File: config.mk
export PLATFORM = sky130hd
export DESIGN_NAME = traffic_phase_sequencer
export DESIGN_NICKNAME = d
export VERILOG_FILES = /design/src/rtl/traffic_phase_sequencer.sv
export SDC_FILE = /design/constraint.sdc
export NUM_CORES = 1
export LEC_CHECK = 0
export CAP_MARGIN = 20
export CORE_MARGIN = 1
export CORE_UTILIZATION = 50
export CTS_CLUSTER_DIAMETER = 80
export DETAILED_ROUTE_END_ITERATION = 12
export PLACE_DENSITY = 0.79
export SETUP_SLACK_MARGIN = 0.4
export SLEW_MARGIN = 40
export SYNTH_ARGS = -nofsm -noshare
export SYNTH_HDL_FRONTEND = slang
export SYNTH_SLANG_ARGS = --single-unit
File: constraint.sdc
create_clock -name clk -period 20.7 [get_ports clk]
set_input_delay 4.14 -clock clk [delete_from_list [all_inputs] [get_ports clk]]
set_output_delay 4.14 -clock clk [all_outputs]
set_load 0.05 [all_outputs]
File: src/rtl/traffic_phase_sequencer.sv
// rtl/traffic_phase_sequencer.sv - N-direction FORWARD/RIGHT/LEFT/OFF phase sequencer with countdowns
// Optional per-tick prescaler enabled by defining TICK_PRESCALE_EN.
module traffic_phase_sequencer #(
  parameter int NUM_DIR   = 2,
  parameter int CNT_W     = 8,
  parameter int DEF_FWD   = 15,
  parameter int DEF_RIGHT = 10,
  parameter int DEF_LEFT  = 10,
  parameter int DEF_OFF   = 3,
  parameter int MAX_DUR   = 99,
  parameter int TICK_DIV  = 50,
  parameter int DIR_W     = ($clog2(NUM_DIR) > 1) ? $clog2(NUM_DIR) : 1
) (
  input  logic                     clk,
  input  logic                     reset,
  input  logic                     hold,
  input  logic                     cfg_en,
  input  logic [1:0]               cfg_sel,
  input  logic                     cfg_inc,
  input  logic                     cfg_dec,
  output logic [2*NUM_DIR-1:0]     phase,
  output logic [CNT_W*NUM_DIR-1:0] countdown,
  output logic [DIR_W-1:0]         active_dir
);

  localparam logic [1:0] PH_OFF   = 2'd0;
  localparam logic [1:0] PH_LEFT  = 2'd1;
  localparam logic [1:0] PH_FWD   = 2'd2;
  localparam logic [1:0] PH_RIGHT = 2'd3;
  localparam int WW = CNT_W + DIR_W + 3;
  localparam logic [WW-1:0] SAT = WW'({CNT_W{1'b1}});

  typedef enum logic {IDLE, RUN} state_t;

  state_t                   state_q, state_d;
  logic [1:0]               ph_q, ph_d;
  logic [CNT_W-1:0]         cnt_q, cnt_d;
  logic [DIR_W-1:0]         dir_q, dir_d;
  logic [CNT_W-1:0]         dur_q [4];
  logic [CNT_W-1:0]         dur_d [4];
  logic                     inc_q, dec_q, en_q;
  logic [2*NUM_DIR-1:0]     phase_q, phase_d;
  logic [CNT_W*NUM_DIR-1:0] cd_q, cd_d;
  logic                     inc_rise, dec_rise, en_fall, clear;
  logic [WW-1:0]            period, tail, rem, val;
  int                       k;
  logic                     tick;

  assign inc_rise = cfg_inc & ~inc_q;
  assign dec_rise = cfg_dec & ~dec_q;
  assign en_fall  = en_q & ~cfg_en;
  assign clear    = hold | en_fall;

`ifdef TICK_PRESCALE_EN
  localparam int PRE_W = (TICK_DIV > 1) ? $clog2(TICK_DIV) : 1;
  logic [PRE_W-1:0] pre_q, pre_d;

  assign tick = (pre_q == PRE_W'(TICK_DIV - 1));

  always_comb begin
    pre_d = tick ? '0 : pre_q + 1'b1;
    if (clear) pre_d = '0;
  end

  always_ff @(posedge clk) begin
    if (!reset) pre_q <= '0;
    else        pre_q <= pre_d;
  end
`else
  assign tick = 1'b1;
`endif

  always_comb begin
    state_d = state_q;
    ph_d    = ph_q;
    cnt_d   = cnt_q;
    dir_d   = dir_q;
    dur_d   = dur_q;
    // Adjust runs regardless of hold; a new value is only seen at the next load of that phase.
    if (cfg_en && (inc_rise ^ dec_rise)) begin
      if (inc_rise && dur_q[cfg_sel] < CNT_W'(MAX_DUR))
        dur_d[cfg_sel] = dur_q[cfg_sel] + 1'b1;
      else if (dec_rise && dur_q[cfg_sel] > CNT_W'(1))
        dur_d[cfg_sel] = dur_q[cfg_sel] - 1'b1;
    end
    if (clear) begin
      state_d = IDLE;
      ph_d    = PH_OFF;
      cnt_d   = '0;
      dir_d   = '0;
    end else if (tick) begin
      if (state_q == IDLE) begin
        state_d = RUN;
        ph_d    = PH_FWD;
        cnt_d   = dur_q[PH_FWD];
        dir_d   = '0;
      end else if (cnt_q > CNT_W'(1)) begin
        cnt_d = cnt_q - 1'b1;
      end else begin
        case (ph_q)
          PH_FWD:   ph_d = PH_RIGHT;
          PH_RIGHT: ph_d = PH_LEFT;
          PH_LEFT:  ph_d = PH_OFF;
          default: begin
            ph_d  = PH_FWD;
            dir_d = (dir_q == DIR_W'(NUM_DIR - 1)) ? '0 : dir_q + 1'b1;
          end
        endcase
        cnt_d = dur_q[ph_d];
      end
    end
  end

  // Waiting directions see ticks until their own FORWARD: rest of the active cycle plus k full periods.
  always_comb begin
    phase_d = '0;
    cd_d    = '0;
    period  = WW'(dur_d[0]) + WW'(dur_d[1]) + WW'(dur_d[2]) + WW'(dur_d[3]);
    case (ph_d)
      PH_FWD:   tail = WW'(dur_d[PH_RIGHT]) + WW'(dur_d[PH_LEFT]) + WW'(dur_d[PH_OFF]);
      PH_RIGHT: tail = WW'(dur_d[PH_LEFT]) + WW'(dur_d[PH_OFF]);
      PH_LEFT:  tail = WW'(dur_d[PH_OFF]);
      default:  tail = '0;
    endcase
    rem = WW'(cnt_d) + tail;
    k   = 0;
    val = '0;
    if (state_d == RUN) begin
      for (int d = 0; d < NUM_DIR; d++) begin
        if (DIR_W'(d) == dir_d) begin
          phase_d[2*d +: 2]       = ph_d;
          cd_d[CNT_W*d +: CNT_W] = cnt_d;
        end else begin
          k = d - int'(dir_d) - 1;
          if (k < 0) k = k + NUM_DIR;
          val = rem + WW'(k) * period;
          cd_d[CNT_W*d +: CNT_W] = (val > SAT) ? {CNT_W{1'b1}} : val[CNT_W-1:0];
        end
      end
    end
  end

  always_ff @(posedge clk) begin
    if (!reset) begin
      state_q      <= IDLE;
      ph_q         <= PH_OFF;
      cnt_q        <= '0;
      dir_q        <= '0;
      dur_q[PH_OFF]   <= CNT_W'(DEF_OFF);
      dur_q[PH_LEFT]  <= CNT_W'(DEF_LEFT);
      dur_q[PH_FWD]   <= CNT_W'(DEF_FWD);
      dur_q[PH_RIGHT] <= CNT_W'(DEF_RIGHT);
      inc_q        <= cfg_inc;
      dec_q        <= cfg_dec;
      en_q         <= cfg_en;
      phase_q      <= '0;
      cd_q         <= '0;
    end else begin
      state_q <= state_d;
      ph_q    <= ph_d;
      cnt_q   <= cnt_d;
      dir_q   <= dir_d;
      dur_q   <= dur_d;
      inc_q   <= cfg_inc;
      dec_q   <= cfg_dec;
      en_q    <= cfg_en;
      phase_q <= phase_d;
      cd_q    <= cd_d;
    end
  end

  assign phase      = phase_q;
  assign countdown  = cd_q;
  assign active_dir = dir_q;

endmodule
After elaboration in Yosys (flattened, before gate mapping)
Index checks and enable logic that the tools add are counted.
- flip-flop bits (word level): 67
- bits of input ports: 8
- output and inout bits: 21
- add/sub/neg operators: 18
- multipliers: 2
- magnitude comparators: 10
- eq/ne operators: 6
- multiplexer cells: 40
- bitwise gates (word level): 12
- reduce and logical (&&, ||, !) cells: 8
- operator list (operator ; number):
    $mux 32 ; 3
    $mux 8 ; 12
    $mux 12 ; 6
    $bwmux 32 ; 2
    $bmux 8 s2 ; 2
    $pmux 10 s3 ; 1
    $add 12x12->12 ; 2
    $add 12x8->12 ; 2
    $gt 12x8->1 const B ; 2
    $mul 12x12->12 ; 2
    $add 8x8->9 ; 2
    $demux 8 s2 ; 1
    $gt 8x1->1 const B ; 2
    $sub 8x1->8 const B ; 2
    $add 8x12->12 ; 1
    $mux 2 ; 6
    $add 9x8->10 ; 1
    $lt 3x1->1 const B ; 3
    $reduce_or 3->1 ; 3
    $add 3x3->4 const B ; 2
    $add 8x1->8 const B ; 1
    $eq 2x2->1 const B ; 4
    $lt 8x7->1 const B ; 1
    $ge 3x3->1 const B ; 2
    other kinds (13) ; 31

Longest topological paths before layout
- depth in word-level cells: 17
- gate-level depth with buffers: 40

Worst setup path before layout
OpenSTA, ideal clock, no wires.
- path type: input -> register
- start point: input cfg_sel[1]
- end point: register cd_q[5] (netlist: countdown[5])
- library setup time: 0.124 ns
- arrival: 12.143 ns
- required time: 20.576 ns
- path slack: 8.433 ns
- stages on the path: 35
- path buffers: 5
- cells stage by stage: buf_2 -> buf_1 -> mux4_2 -> ha_1 -> or4_1 -> a311o_1 -> buf_6 -> clkbuf_1 -> buf_1 -> a21oi_1 -> xnor2_1 -> inv_1 -> fa_1 -> ha_1 -> and3_1 -> a21oi_1 -> o22ai_1 -> ha_1 -> a21o_1 -> a21oi_1 -> xnor2_1 -> ha_1 -> ha_1 -> fa_1 -> fa_1 -> a21o_1 -> a21oi_1 -> o21bai_1 -> a21oi_1 -> o21bai_1 -> a21oi_1 -> xor2_1 -> nand4_1 -> nor2_1 -> a21oi_1
- RTL lines (element ; RTL line ; text):
    start, declared ; 18 ; input logic [1:0] cfg_sel,
    end signal, assigned ; 157 ; cd_q <= '0;
    end signal, assigned ; 168 ; cd_q <= cd_d;
    end, declared ; 43 ; logic [CNT_W*NUM_DIR-1:0] cd_q, cd_d;

==> results.md <==
* Final clock skew at 9.52 ps
* Chip Width at 119 um
* Placer congestion estimate at 0.989
* FFs w/ async S/R, synth at 0%
* Tightest Pin Transition at 808 ps
* Fin crit period at 13,340 ps
* CP peak stage delay at 950 ps
* Vias in the first global route at 5,857
* Largest net degree at the start of global routing at 39
* Maximum VDD drop at 0.0566 mV
* Gr ovfl total at 0
* Slew HR at 45.7%
* Register bit total from synthesis at 67
* Starting Density at 51.6%
* Highest routed layer: met4
* N_diodes at 0
* 1st-iter DRT viols at 602
* Data arrival, critical path at 13,550 ps
* Max-Cap Viols at 0
* Setup repair bufs after CTS at 0
* Clock-pin slew on the worst setup and hold paths at 50 ps
* Post-layout net count at 948
* Sink Count at 67
* Initial antenna violation count at 0
* Yosys warns at 0
* Clock Root Buffer: clkbuf_16
* DR vias at 6,090
* Placed cell area at 0.00727 sq mm
* Final Cycle Share at 64.4%
* Outcome: finished, final reports clean
* Max Slew Vio Count at 0
* Area of the multi-input gates at 0.00515 sq mm
* Most frequent cells in the layout: ha_1 (94), nor2_1 (89), dfxtp_1 (67)
* Hold Fails Final Rpt at 0
* Layout filler cell count at 1,154
* WL met1 at 8220 um
* Residual DRC count at 0
* Layout cells sized above 1 at 6.39%
* Gr usage total at 27.0%
* Setup_tns at 0 ps
* CP Launch Type: input pin
* Num ports at 29
* Worst Path Max Fanout at 38
* Vias per inst at 6.06
* Routed len/inst at 18.5 um
* DRT Wirelength at 18,500 um
* Post-Syn Nets at 933
* Unrepaired setup endpoints after global routing: false
* Clk_lat worst skew at 340 ps
* Area fraction of the dominant cell type after synthesis at 19.6%
* PD cells at 84.8 mW/mm^2
* Post-route cell area at 0.00759 sq mm
* Fmax at 75.0 MHz
* CTS Buffer Depth at 2
* Cell Area, Synth at 0.00685 sq mm
* Core Box Area at 0.0133 sq mm
* Commonest non-fill, non-tap cell in the layout: ha_1
* Die area at 0.0142 sq mm
* Post-DP HPWL at 14,500 um
* Cell Rows at 42
* First-pass GRT wire length at 30,200 um
* Critical path type: input pin to register
* Storage cell area at 0.00134 sq mm
* Final setup fails at 0
* Hold Path Class: register to register
* Top FF cell, synth: dfxtp_1
* Die height at 119 um
* Worst path required time at 20,920 ps
* I/O Buffers at 28
* CTS Buf Count at 9
* Worst Setup End Kind: register
* LEAKAGE at 3.43 nW
* Metal3 WL at 1230 um
* Syn avg cell area at 8.47 sq um
* Htree depth at 3
* CP max stage cell: clkdlybuf4s50_1
* # resized after CTS at 0
* Yosys cell types at 64
* Dominant cell type by area after synthesis: dfxtp_1
* Seq/Total Area, Yosys at 19.6%
* DR pass1 iterations at 6
* Synth area leaders: dfxtp_1 (20%), ha_1 (17%), fa_1 (6.4%)
* DRT antenna net count at 0
* Layout Area Growth over Synthesis at 10.8%
* # hold bufs at CTS at 0
* Post-synth EDFFs at 0
* Met2 WL at 8470 um
* CTS tree: built
* Top cell by count, worst path: a21oi_1
* Synth Instances at 809
-- critical path: cells and delay by family --
| family | cells | cell delay (ps) |
|---|---|---|
| compound gates | 12 | 2300 |
| xor+xnor | 4 | 1090 |
| fa+ha+maj | 8 | 2880 |
| buf+inv | 2 | 1220 |
| mux | 1 | 650 |
| simple gates | 5 | 1240 |
-- state kept, by name, indices dropped and copies added, names as in the netlist --
name / cells
dur_q: 32
state_q: 1
en_q: 1
active_dir: 1
cnt_q: 8
dec_q: 1
ph_q: 2
countdown: 16
inc_q: 1
phase: 4
-- Yosys cell counts, types with 22 or more instances --
cell	count
a21oi_1	61
clkbuf_1	25
dfxtp_1	67
fa_1	22
ha_1	94
inv_1	59
nand2_1	50
nor2_1	89
nor3_1	24
o21ai_0	48
xnor2_1	42
xor2_1	23
-- metal layers --
layer / up-vias / GRT usage (%)
met5: - / 0
met4: 0 / 11.6
met3: 52 / 4.55
met2: 233 / 42.9
met1: 2896 / 36.0
li1: 2909 / -
-- cell families after synthesis --
kind of cell	after synthesis	share of synthesized area, %
buffers and inverters	93	5.38
multiplexers	33	7.74
XOR/XNOR	65	8.31
flip-flops	67	19.6
AND/OR/NAND/NOR	221	14.7
adder cells (fa/ha/maj)	118	23.9
AO/OA/AOI/OAI	212	20.4
-- report_power, final --
group          total, mW  switching (mW)  internal [mW]
clock              0.161          0.0587          0.103
sequential         0.141         0.00572          0.135
combinational      0.342           0.196          0.147
-- metrics by stage --
step / setup WS [ps] / instances / utilization, % / hold WS, ps / power (mW)
floorplan: 8430 / 809 / - / 518 / 0.406
global placement: 7360 / 988 / 54.7 / 632 / 0.470
detailed placement: 7150 / 988 / 54.7 / 631 / 0.475
CTS: 7460 / 1004 / 57.1 / 647 / 0.640
global route: 6670 / 1005 / 57.1 / 691 / 0.688
finish: 7360 / 1005 / 57.1 / 649 / 0.644
-- cell type report --
cell class | instances | area share (%)
Sequential cell | 67 | 17.7
Clock inverter | 4 | 0.626
Tap cell | 176 | 2.90
Timing Repair Buffer | 37 | 4.55
Multi-Input combinational cell | 649 | 67.8
Clock buffer | 12 | 3.51
Inverter | 60 | 2.97
-- path summary, 6_finish.rpt --
check              from       endpoint  slack, ps  depth (start not counted)
max          cfg_sel[0]  countdown[12]       7360                         32
min           dur_q[18]      dur_q[18]        650                          2
max reg2reg    dur_q[0]  countdown[12]      11890                         31
min reg2reg   dur_q[18]      dur_q[18]        650                          2
Note: power is estimated with default switching activity, not from simulation.
